<file path="config.mk">
export PLATFORM = sky130hd
export DESIGN_NAME = nv_nvdla_pdp_group_tracker
export DESIGN_NICKNAME = d
export VERILOG_FILES = /design/src/rtl/nv_nvdla_pdp_group_tracker.sv
export SDC_FILE = /design/constraint.sdc
export NUM_CORES = 1
export LEC_CHECK = 0
export ABC_AREA = 1
export BUFFER_PORTS_ARGS = -buffer_cell sky130_fd_sc_hd__buf_2
export CAP_MARGIN = 20
export CORE_AREA = 4 4 41 43
export CTS_CLUSTER_SIZE = 16
export DETAILED_ROUTE_END_ITERATION = 7
export DIE_AREA = 0 0 45 47
export GPL_TIMING_DRIVEN = 0
export HOLD_SLACK_MARGIN = 0.1
export PLACE_DENSITY_LB_ADDON = 0.1
export SLEW_MARGIN = 20
export SYNTH_ARGS = -nofsm -noshare
export SYNTH_HDL_FRONTEND = slang
export SYNTH_SLANG_ARGS = --single-unit
</file>
<file path="constraint.sdc">
create_clock -name nvdla_core_clk -period 2.5 [get_ports nvdla_core_clk]
set_input_delay 0.5 -clock nvdla_core_clk [delete_from_list [all_inputs] [get_ports nvdla_core_clk]]
set_output_delay 0.5 -clock nvdla_core_clk [all_outputs]
set_load 0.005 [all_outputs]
</file>
<file path="src/rtl/nv_nvdla_pdp_group_tracker.sv">
// nv_nvdla_pdp_group_tracker: PDP register-group ownership tracker (IDLE/PENDING/RUNNING per group).
// Optional busy-cycle counters per group when NVDLA_PDP_GROUP_PERF_EN is defined.
module nv_nvdla_pdp_group_tracker #(
   parameter int PERF_CNT_W = 32
) (
   input  logic       nvdla_core_clk,
   input  logic       nvdla_core_rst,
   input  logic       producer,
   input  logic       op_en_wr,
   input  logic       op_done,
   output logic       consumer,
   output logic [1:0] status_0,
   output logic [1:0] status_1,
   output logic       op_en_0,
   output logic       op_en_1,
   output logic       op_start,
   output logic [1:0] done_intr,
   output logic       err_pulse
`ifdef NVDLA_PDP_GROUP_PERF_EN
   ,
   output logic [PERF_CNT_W-1:0] perf_busy_0,
   output logic [PERF_CNT_W-1:0] perf_busy_1
`endif
);
   typedef enum logic [1:0] {IDLE = 2'd0, RUNNING = 2'd1, PENDING = 2'd2} grp_st_t;

   if (PERF_CNT_W < 1) begin : g_chk
      $error("PERF_CNT_W must be at least 1");
   end

   grp_st_t    r_st [2];
   grp_st_t    w_nxt [2];
   logic       r_consumer, r_op_start, r_err;
   logic [1:0] r_done;
   logic [1:0] w_start, w_done;
   logic       w_run_any, w_err, w_wr;

   always_comb begin
      w_run_any = (r_st[0] == RUNNING) || (r_st[1] == RUNNING);
      w_err     = op_done && !w_run_any;
      w_start   = '0;
      w_done    = '0;
      w_wr      = 1'b0;
      for (int i = 0; i < 2; i++) begin
         w_nxt[i] = r_st[i];
         w_wr     = op_en_wr && (producer == 1'(i));
         if (r_st[i] == IDLE) begin
            w_nxt[i] = w_wr ? PENDING : IDLE;
         end else if (r_st[i] == PENDING) begin
            w_err = w_err | w_wr;
            // a start only sees registered state, so PENDING always lasts at least one cycle
            if (r_consumer == 1'(i) && !w_run_any) begin
               w_nxt[i]   = RUNNING;
               w_start[i] = 1'b1;
            end
         end else if (op_done) begin
            w_nxt[i]  = w_wr ? PENDING : IDLE;
            w_done[i] = 1'b1;
         end else begin
            w_err = w_err | w_wr;
         end
      end
   end

   always_ff @(posedge nvdla_core_clk or posedge nvdla_core_rst) begin
      if (nvdla_core_rst) begin
         r_st[0]    <= IDLE;
         r_st[1]    <= IDLE;
         r_consumer <= 1'b0;
         r_op_start <= 1'b0;
         r_done     <= 2'b00;
         r_err      <= 1'b0;
      end else begin
         r_st[0]    <= w_nxt[0];
         r_st[1]    <= w_nxt[1];
         r_consumer <= r_consumer ^ (|w_done);
         r_op_start <= |w_start;
         r_done     <= w_done;
         r_err      <= w_err;
      end
   end

   assign consumer  = r_consumer;
   assign status_0  = r_st[0];
   assign status_1  = r_st[1];
   assign op_en_0   = r_st[0] != IDLE;
   assign op_en_1   = r_st[1] != IDLE;
   assign op_start  = r_op_start;
   assign done_intr = r_done;
   assign err_pulse = r_err;

`ifdef NVDLA_PDP_GROUP_PERF_EN
   logic [PERF_CNT_W-1:0] r_perf [2];

   always_ff @(posedge nvdla_core_clk or posedge nvdla_core_rst) begin
      if (nvdla_core_rst) begin
         r_perf[0] <= '0;
         r_perf[1] <= '0;
      end else begin
         for (int i = 0; i < 2; i++) begin
            if (r_st[i] == IDLE && w_nxt[i] == PENDING)
               r_perf[i] <= '0;
            else if (r_st[i] == RUNNING && !(&r_perf[i]))
               r_perf[i] <= r_perf[i] + PERF_CNT_W'(1);
         end
      end
   end

   assign perf_busy_0 = r_perf[0];
   assign perf_busy_1 = r_perf[1];
`endif
endmodule

</file>
==> summary.md, run 1 <==
The initial antenna violation count was 0. Tracing the worst setup path back leads to its startpoint at status_1[0]$_DFFE_PP0P_. The startpoint identified for the worst register-to-register timing path is status_1[0]$_DFFE_PP0P_. The number of sinks on the clock net is 9, and the final design utilization is 41.3%. The HPWL after detailed placement is 716 µm. The endpoint identified for the worst register-to-register timing path is op_start$_DFF_PP0_. The maximum fanout along the worst path was 7; the floorplan die width was 45 µm. Once detail routing completed, the nets flagged for antenna violations numbered 0. Summed over all layers, the global routing overflow is 0.

The number of cells on the worst reg-to-reg path is 4. For the final routed database, the setup TNS stands at 0 ns. For this run, the top clock speed supported by timing is 0.682 GHz. Static leakage: 0.356 nW. The flow ran to the end, and the final reports show no timing, DRC or antenna violations.

The first detailed-routing pass ran for 4 iterations. The number of cell rows is 13, and the detailed-route wire length is 911 µm. Counting the buffers created by CTS gives 3.

Summing the sequential cell areas from Yosys gives 53.9% of the chip area. TritonCTS built the clock tree. Setup repair after global routing left no endpoint under its margin. The dominant combinational cell family by area after synthesis is simple AND/OR/NAND/NOR gates.

The number of slew-limit violations in the final report is 0. The die covers 2120 µm². At the pin with the least slew margin, the transition time is 0.357 ns. The simple-gate portion of the synthesized area is 35.0%, and the setup slack after placement is 1.29 ns. Post-synthesis net count: 62.

Measured against its own limit, the worst slew margin works out to 76.2%. The critical path endpoint is op_en_1. The congestion estimate from routability-driven global placement came to 0.776. Clock-pin slew was measured on the worst setup and hold paths at 0.07 ns. For this run, the number of standard cells in the final layout without fillers is 91. Measured against the total synthesized area, the mux share comes to 0%. Ratio of total power to cell area: 1130 nW/µm².

Clock tree synthesis selected as its root buffer the cell clkbuf_4. The tools report the category of the worst setup path capture point as an output pin. The area overhead of the layout relative to synthesis works out to 28.7%.

Post-CTS timing repair inserted 0 buffers for setup. The run gives 0 as the number of max-cap violations. For the worst setup path, the data arrival time is 0.97 ns. In this run, the number of DRC markers left after iteration 0 of detailed routing was 7. The tools report the core area as 1300 µm². The relative contribution of the clock network to total power is 19.5%. In this run, distinct cell masters in the synthesized netlist total 7. Cells with a size suffix above 1 make up 27.6% of the layout. The number of nets in the finished design is 82, and the quantity of I/O buffers inserted on ports is 15. The Yosys warning count is 0, and the compound-cell area share of the yosys netlist is 1.20%. The filler cells instantiated in the layout total 147. The tools report the top-level I/O count as 16. The run gives 0 as the post-cts gate resize count. In the synthesized netlist, the number of instances is 57. For the worst setup path, the data required time is 2.00 ns. For the hold violation count in the final report, the log shows 0.

Traced cell by cell, the critical path runs through inv_1 > nand2_1 > buf_2. The worst ir drop on vdd is 0.460 mV, and the number of buffers between clock root and the deepest sink is 2. Floorplan die height: 47 µm. The XOR/XNOR share of the synthesized area is 0%. The tools report the number of global-route vias before repair as 353. The type of the worst min-delay path is in -> async. After clock tree synthesis, the flow added hold-fix buffers numbering 0.

The overall track demand over capacity in global routing is 10.5%, and the level count of the clock H-tree is 1. Synthesis inferred 9 register bits. Once routing completed, OpenROAD measured the worst setup slack at 1.03 ns.

For the netlist area before placement, the log shows 418 µm². The run gives 10 as the largest net degree at the start of global routing. On the critical path, the stage with the largest delay is an instance of dfrtp_1.

The number of antenna diodes in the final layout is 0. Clock skew on the completed layout was measured at 0.00428 ns. The final period demand of the worst path was 1.47 ns.

The average instance in the mapped netlist occupies 7.33 µm². The later pin in the worst-skew pair is clocked with a latency of 0.26 ns. Counting tap cells, the placed design contains a total of 87 instances.

The slack of the worst reg-to-reg path is 1.49 ns, and the count of final setup violators is 0. Dividing the detail-routed via count by the number of cells gives 4.51. The synthesized netlist devotes 0% of its cell area to adder and majority cells.

The final route contains 410 vias. The internal power was 0.000366 W. By startpoint and endpoint, the worst setup path is classified as reg -> out. Once the floorplan was initialized, standard cells occupied 32.1% of the core.

The post-route fraction of the period consumed by the critical path works out to 58.7%. Registers are responsible for 39.8% of the overall power. In the final routed layout, each cell accounts on average for 10.0 µm.

The switching part of the total is 39.6%. The DRC violation count after routing was 0. Switching power: 0.000240 W.

On the worst path, the slowest cell contributes a delay of 0.44 ns. For the wire length of the first global-routing pass, the log shows 1480 µm. STA classifies the critical path startpoint as a flop. Relative contribution of combinational cells to total power: 40.7%.
routing by layer:
metal	vias up	part of all wire, %	wire length, µm	track usage [%]
met5	-	0	0	0
met4	0	1.1	10	7.60
met3	2	7.7	70	4.21
met2	11	46	423	16.9
met1	180	45	406	11.2
li1	217	-	-	-
synthesized netlist by cell type:
cell type,count,share of area [%]
nand2_1,23,21
dfrtp_1,9,54
nand3_1,9,11
inv_1,8,7.2
nor2_1,4,3.6
inv_2,3,2.7
o21ai_1,1,1.2
per-stage QoR:
step / hold slack (ns) / power, W / cell area (µm²)
finish: 0.190 / 0.000607 / 538
global route: 0.223 / 0.000670 / 538
CTS: 0.204 / 0.000619 / 538
detailed placement: 0.489 / 0.000498 / 512
global placement: 0.480 / 0.000496 / 512
floorplan: 0.328 / 0.000389 / 418
placed cells by master, fill, tap and decap left out:
master and n:
inv_1 8, clkbuf_1 1, o21ai_1 1, dfrtp_1 9, nand3_1 9, inv_2 3
buf_2 15, clkbuf_4 3, nand2_1 23, nor2_1 4
worst max-delay path: cells and delay by family, from the launching register on:
family / cells / cell delay (ns)
buf+inv: 2 / 0.21
flops: 1 / 0.44
simple gates: 1 / 0.05
registers in the layout, indices dropped and copies added (netlist names):
register	flops
op_start	1
status_0	2
err_pulse	1
consumer	1
status_1	2
done_intr	2
area by class of cell:
cell class	instances	area, µm²	area share [%]
clock buffers	4	26.3	4.88
multi-input cells	37	151	28.1
well taps	15	18.8	3.49
flip-flops and latches	9	225	41.9
repair buffers	15	75.1	14.0
inverters	11	41.3	7.67
worst min-delay path by stage:
stage	endpoint	slack, ns
after CTS	status_1[0]$_DFFE_PP0P_	0.20
after detailed placement	done_intr[1]$_DFF_PP0_	0.49
after floorplan	consumer$_DFF_PP0_	0.33
after global routing	done_intr[1]$_DFF_PP0_	0.22
final	status_1[0]$_DFFE_PP0P_	0.19
after global placement	status_1[0]$_DFFE_PP0P_	0.48
power groups by stage:
stage,Clock (W),Combinational (W),Sequential [W]
after floorplan,0,0.000140,0.000250
after global placement,0,0.000251,0.000245
after detailed placement,0,0.000253,0.000245
after CTS,0.000123,0.000255,0.000242
after global routing,0.000129,0.000289,0.000251
final,0.000118,0.000247,0.000241
logic make-up after synthesis:
| kind of cell | count (synthesis) |
|---|---|
| AOI/OAI and AO/OA | 1 |
| and+or+nand+nor | 36 |
| DFF | 9 |
| buffers and inverters | 11 |
(Power assumes the default switching activity.)
==> run 2: changes to the inputs <==
clock period = 1.5 ns   (was 2.5 ns; I/O delays follow)
==> summary.md, run 2 (synthesis results as in run 1) <==
The number of cells on the worst hold path is 4. The worst setup path category was reg -> out (unchanged). The number of sinks on the clock net is 9 (unchanged), and the post-route fraction of the period consumed by the critical path is 84.5%. The worst ir drop on vdd was 0.766 mV (was 0.460 mV).

Wire length of the first global-routing pass: 1480 µm (unchanged). The tools report the final setup skew as 0.00428 ns (unchanged). For the post-cts gate resize count, the log shows 0 (unchanged). For the antenna diode count, the log shows 0 (unchanged).

The buffer type at the clock tree root was clkbuf_4 (unchanged). The detailed-route wire length was 916 µm (was 911 µm). The tools report the number of slew-limit violations in the final report as 0 (unchanged). Floorplan die height: 47 µm (unchanged). The static leakage is 0.360 nW (was 0.356 nW), and the core area is 1300 µm² (unchanged). For the number of cell rows, the log shows 13 (unchanged). The type of the worst min-delay path is in -> reg (was in -> async). Depth of the worst register-to-register path: 4 (unchanged). For the number of DRC violations after detailed-routing iteration 0, the log shows 7 (unchanged). Setup repair after global routing left no endpoint under its margin.

For the final weighted congestion in routability-driven placement, the log shows 0.776 (unchanged). Instance count after placement with tap cells included: 87 (unchanged). The tools report the data arrival time of the critical path as 0.97 ns (about the same). Static timing analysis puts the maximum clock frequency at 0.789 GHz. For the initial cell density of the core, the log shows 32.1% (unchanged). The number of fillers in the final layout was 146 (was 147); the required time of the critical path was 1.20 ns (was 2.00 ns). The vias per cell was 4.48 (was 4.51).

The slew at the pin with the worst max-slew slack was 0.357 ns (about the same); the non-filler instance count after layout was 92 (was 91). Initial antenna violation count: 0 (unchanged). For the slack of the worst reg-to-reg path, the log shows 0.49 ns (was 1.49 ns). Largest net degree at the start of global routing: 10 (unchanged). Maximum fanout along the worst path: 7 (unchanged).

The ratio of cells with drive above 1 in the final layout works out to 27.3% (was 27.6%). The floorplan die width works out to 45 µm (unchanged). The tools report the number of global-route vias before repair as 353 (unchanged). Capturing point of the worst reg2reg path: op_start$_DFF_PP0_ (unchanged). The number of buffers between clock root and the deepest sink was 2 (unchanged).

The startpoint of the lowest-slack hold path was producer. The accumulated negative setup slack is 0 ns (unchanged). The logs give 3 (unchanged) for the total CTS buffers and 0 (unchanged) for the hold violation count in the final report. The per-cell routed wire length is 9.96 µm (was 10.0 µm), and the count of antenna-violating nets left after detailed routing is 0 (unchanged). Most frequent cells in the layout: 23 x nand2_1, 15 x buf_2, 9 x nand3_1, 9 x dfrtp_1, 8 x inv_1 (unchanged). Ratio of total power to cell area: 1850 nW/µm² (was 1130 nW/µm²). The tools report the number of max-cap violations as 0 (unchanged).

The logs give 1 (unchanged) for the level count of the clock H-tree and 83 (was 82) for the number of nets in the finished design. The run gives 412 (was 410) as the via count. The endpoint of the worst hold-timing path was status_0[1]$_DFFE_PP0P_. The startpoint class of the critical path was a flop (unchanged).

The tools report the reg-to-reg critical path startpoint as status_1[0]$_DFFE_PP0P_ (unchanged). The post-DP HPWL is 716 µm (unchanged), and the clock latency on the worst-skew pair is 0.26 ns (about the same). The run gives 0 (unchanged) as the total grt overflow.

TritonCTS built the clock tree. The leading cell type in the layout, fill and taps excluded was nand2_1 (unchanged). The top-level I/O count is 16 (unchanged). The logs give 0 (unchanged) for the count of final setup violators and 0 (unchanged) for the DRC violation count after routing. The overall die area was 2120 µm² (unchanged). The category of the worst setup path capture point was an output pin (unchanged).

The area overhead of the layout relative to synthesis came out at 31.1% (was 28.7%). The remaining max-slew budget at the tightest pin is 76.2% (about the same), and the quantity of I/O buffers inserted on ports is 15 (unchanged). The clock-pin slew on the worst setup and hold paths was 0.07 ns (about the same); the overall track demand over capacity in global routing was 10.5% (unchanged). The worst path needs 1.27 ns of the cycle, external delays included. The run gives 4 (unchanged) as the first-pass detailed-route iteration total.

The flow ran to the end, and the final reports show no timing, DRC or antenna violations.
-- run 2: layer usage --
metal / up-vias / routed length, µm / track usage, %
li1: 219 / - / -
met1: 180 / 411 / 11.2
met2: 11 / 423 / 16.9
met3: 2 / 71 / 4.21
met4: 0 / 10 / 7.60
met5: - / 0 / 0
-- run 2: area by class of cell --
| class | count | area (µm²) | area share (%) |
|---|---|---|---|
| flip-flops and latches | 9 | 225 | 41.1 |
| multi-input cells | 37 | 151 | 27.6 |
| repair buffers | 16 | 85.1 | 15.5 |
| inverters | 11 | 41.3 | 7.53 |
| clock buffers | 4 | 26.3 | 4.79 |
| well taps | 15 | 18.8 | 3.42 |
-- run 2: how the worst max path moves through the flow --
stage | from | to | slack [ns] | cells after the start
after floorplan | status_1[0]$_DFFE_PP0P_ | op_start$_DFF_PP0_ | 0.56 | 4
after global placement | op_done | op_start$_DFF_PP0_ | 0.47 | 7
after detailed placement | op_done | op_start$_DFF_PP0_ | 0.49 | 7
after CTS | status_1[0]$_DFFE_PP0P_ | op_en_1 | 0.22 | 3
after global routing | status_0[0]$_DFFE_PP0P_ | op_en_0 | 0.17 | 3
final | status_1[0]$_DFFE_PP0P_ | op_en_1 | 0.23 | 3
-- run 2: power breakdown --
| part | switching (W) | internal [W] |
|---|---|---|
| clock network | 0.0000946 | 0.000103 |
| logic | 0.000239 | 0.000175 |
| registers | 0.0000677 | 0.000334 |
-- run 2: what timing repair did --
| action | 4_1_cts | 5_1_grt |
|---|---|---|
| setup endpoints to repair | 0 | 0 |
| hold buffers | 1 | 0 |
| endpoints found under the hold margin | 9 | 0 |
| setup buffers | 0 | 0 |
-- run 2: per-stage QoR --
step	worst slack, ns	hold slack (ns)	area (µm²)	util (%)	power (W)
4_1_cts	0.223	0.312	548	42.1	0.00103
5_1_grt	0.175	0.336	548	42.1	0.00112
2_1_floorplan	0.562	0.128	418	-	0.000649
6_report	0.233	0.318	548	42.1	0.00101
3_3_place_gp	0.472	0.280	512	39.3	0.000826
3_5_place_dp	0.486	0.289	512	39.3	0.000830
-- run 2: worst max-delay path: stages, from the launching register on --
cell and delay [ns]:
dfrtp_1 0.44, inv_1 0.09, nand2_1 0.05, buf_2 0.12
==> run 3: changes to the inputs <==
clock period = 1.2 ns   (was 1.5 ns; I/O delays follow)
==> summary.md, run 3 (synthesis results as in run 1) <==
The flow ran to the end, and the final reports show no timing, DRC or antenna violations. The antenna diode count was 0 (unchanged). Category of cells accounting for the largest share of critical-path delay: flip-flops (unchanged).

For the overall die area, the log shows 2120 µm² (unchanged). The number of global-route vias before repair was 372 (was 353). For the static leakage, the log shows 0.375 nW (was 0.360 nW). The core area was 1300 µm² (unchanged); the initial cell density of the core was 32.1% (unchanged). The final period demand of the worst path is 1.16 ns. Number of buffers between clock root and the deepest sink: 2 (unchanged).

The detailed-route wire length is 958 µm (was 916 µm), and the floorplan die height is 47 µm (unchanged). The tools report the number of max-cap violations as 0 (unchanged). The total CTS buffers was 3 (unchanged); the number of DRC violations after detailed-routing iteration 0 was 10 (was 7). The tools report the clock latency on the worst-skew pair as 0.26 ns (about the same). The clock-pin slew on the worst setup and hold paths came out at 0.07 ns (about the same). Type of the worst min-delay path: in -> reg (unchanged). For the number of nets in the finished design, the log shows 86 (was 83).

Series of cell instances along the critical path: inv_2 > nand2_2 > buf_2 (was inv_1 > nand2_1 > buf_2). The per-cell routed wire length works out to 10.1 µm (was 9.96 µm). Most frequent cells in the layout: 22 x nand2_1, 15 x buf_2, 9 x nand3_1, 9 x dfrtp_1, 7 x inv_1 (was 23 x nand2_1, 15 x buf_2, 9 x nand3_1, 9 x dfrtp_1, 8 x inv_1).

The count of final setup violators is 0 (unchanged), and the ratio of total power to cell area is 2330 nW/µm² (was 1850 nW/µm²). Ratio of cells with drive above 1 in the final layout: 32.5% (was 27.3%). Maximum cell stage delay along the critical path: 0.41 ns (was 0.44 ns). The tools report the buffer type at the clock tree root as clkbuf_4 (unchanged). For the first-pass detailed-route iteration total, the log shows 4 (unchanged). For the final design utilization, the log shows 44.0% (was 42.1%). The maximum fanout along the worst path was 3 (was 7). The slew at the pin with the worst max-slew slack came out at 0.360 ns (was 0.357 ns). Wire length of the first global-routing pass: 1550 µm (was 1480 µm). The vias per cell came out at 4.41 (was 4.48). The number of sinks on the clock net came out at 9 (unchanged). The number of cell rows was 13 (unchanged); the total grt overflow was 0 (unchanged).

Category of the worst setup path capture point: an output pin (unchanged). The required time of the critical path is 0.96 ns (was 1.20 ns), and the data arrival time of the critical path is 0.92 ns (was 0.97 ns). Worst setup path category: reg -> out (unchanged). TritonCTS built the clock tree. The achievable clock frequency is 0.859 GHz.

The accumulated negative setup slack is 0 ns (unchanged), and the post-DP HPWL is 716 µm (unchanged). The logs give 419 (was 412) for the via count and 0 (unchanged) for the number of slew-limit violations in the final report. The worst ir drop on vdd is 1.04 mV (was 0.766 mV). The tools report the top-level I/O count as 16 (unchanged). The DRC violation count after routing is 0 (unchanged). The slowest cell on the critical path was dfrtp_1 (unchanged). The post-route fraction of the period consumed by the critical path came out at 97.0%. Leading cell type in the layout, fill and taps excluded: nand2_1 (unchanged). For the level count of the clock H-tree, the log shows 1 (unchanged). The run gives 10.9% (was 10.5%) as the overall track demand over capacity in global routing. The quantity of I/O buffers inserted on ports works out to 15 (unchanged). For the hold violation count in the final report, the log shows 0 (unchanged).

The run gives 0.776 (unchanged) as the final weighted congestion in routability-driven placement. The slack of the worst reg-to-reg path is 0.11 ns (was 0.49 ns), and the area overhead of the layout relative to synthesis is 37.1% (was 31.1%). The count of buffering cells on the critical path with inverters included is 2 (unchanged).

Setup repair after global routing could not meet its margin everywhere. The count of antenna-violating nets left after detailed routing was 0 (unchanged); the floorplan die width was 45 µm (unchanged). The final setup skew was 0.00390 ns (was 0.00428 ns); the largest net degree at the start of global routing was 10 (unchanged). The tools report the initial antenna violation count as 0 (unchanged).

The tools report the startpoint class of the critical path as a flop (unchanged). The tools report the remaining max-slew budget at the tightest pin as 76.0% (was 76.2%).
==> run 3: metal layers <==
layer / GRT usage [%] / wire length [µm] / part of all wire, % / up-vias
met5: 0 / 0 / 0 / -
met4: 8.77 / 10 / 1.0 / 0
met3: 4.60 / 71 / 7.4 / 2
met2: 17.5 / 459 / 48 / 11
met1: 11.2 / 417 / 44 / 184
li1: - / - / - / 222
==> run 3: final timing paths <==
path,to,cells after the start,start
worst max-delay path,op_en_0,3,status_0[1]$_DFFE_PP0P_
worst min-delay path,status_0[1]$_DFFE_PP0P_,4,producer
worst max register to register,op_start$_DFF_PP0_,5,status_1[0]$_DFFE_PP0P_
worst min register to register,status_1[1]$_DFFE_PP0P_,2,status_1[1]$_DFFE_PP0P_
max in group asynchronous,status_0[0]$_DFFE_PP0P_,3,nvdla_core_rst
min in group asynchronous,status_1[0]$_DFFE_PP0P_,3,nvdla_core_rst
==> run 3: area by class of cell <==
type	count	area [µm²]
Sequential cell	9	225
Fill cell	147	728
Multi-Input combinational cell	37	154
Clock buffer	4	26.3
Timing Repair Buffer	19	108
Tap cell	15	18.8
Inverter	11	41.3
==> run 3: repair_timing <==
| action | CTS | global route |
|---|---|---|
| setup endpoints to repair | 2 | 2 |
| gates resized for setup | 0 | 2 |
| endpoints found under the hold margin | 9 | 0 |
| buffers inserted | 2 | 1 |
| hold buffers | 1 | 0 |
| pin swaps | 0 | 1 |
==> run 3: where the power goes <==
part	switching, W	internal, W	leakage, nW	total (W)
Clock	0.000117	0.000128	0.0150	0.000246
Combinational	0.000331	0.000265	0.243	0.000597
Sequential	0.0000739	0.000418	0.116	0.000492
Total	0.000523	0.000812	0.375	0.00133
==> run 3: tightest hold or removal path: stages <==
cell and delay [ns]:
buf_2 0.09, nor2_1 0.05, nand3_1 0.06, nand2_1 0.05
==> run 3: per-stage QoR <==
stage	std cells	hold WS, ns	power (W)	setup slack [ns]	cell area (µm²)
2_1_floorplan	57	0.0679	0.000811	0.262	418
3_3_place_gp	87	0.220	0.00103	0.189	512
3_5_place_dp	87	0.229	0.00104	0.195	512
4_1_cts	94	0.252	0.00133	0.00296	563
5_1_grt	95	0.276	0.00147	-0.0342	573
6_report	95	0.259	0.00133	0.0356	573
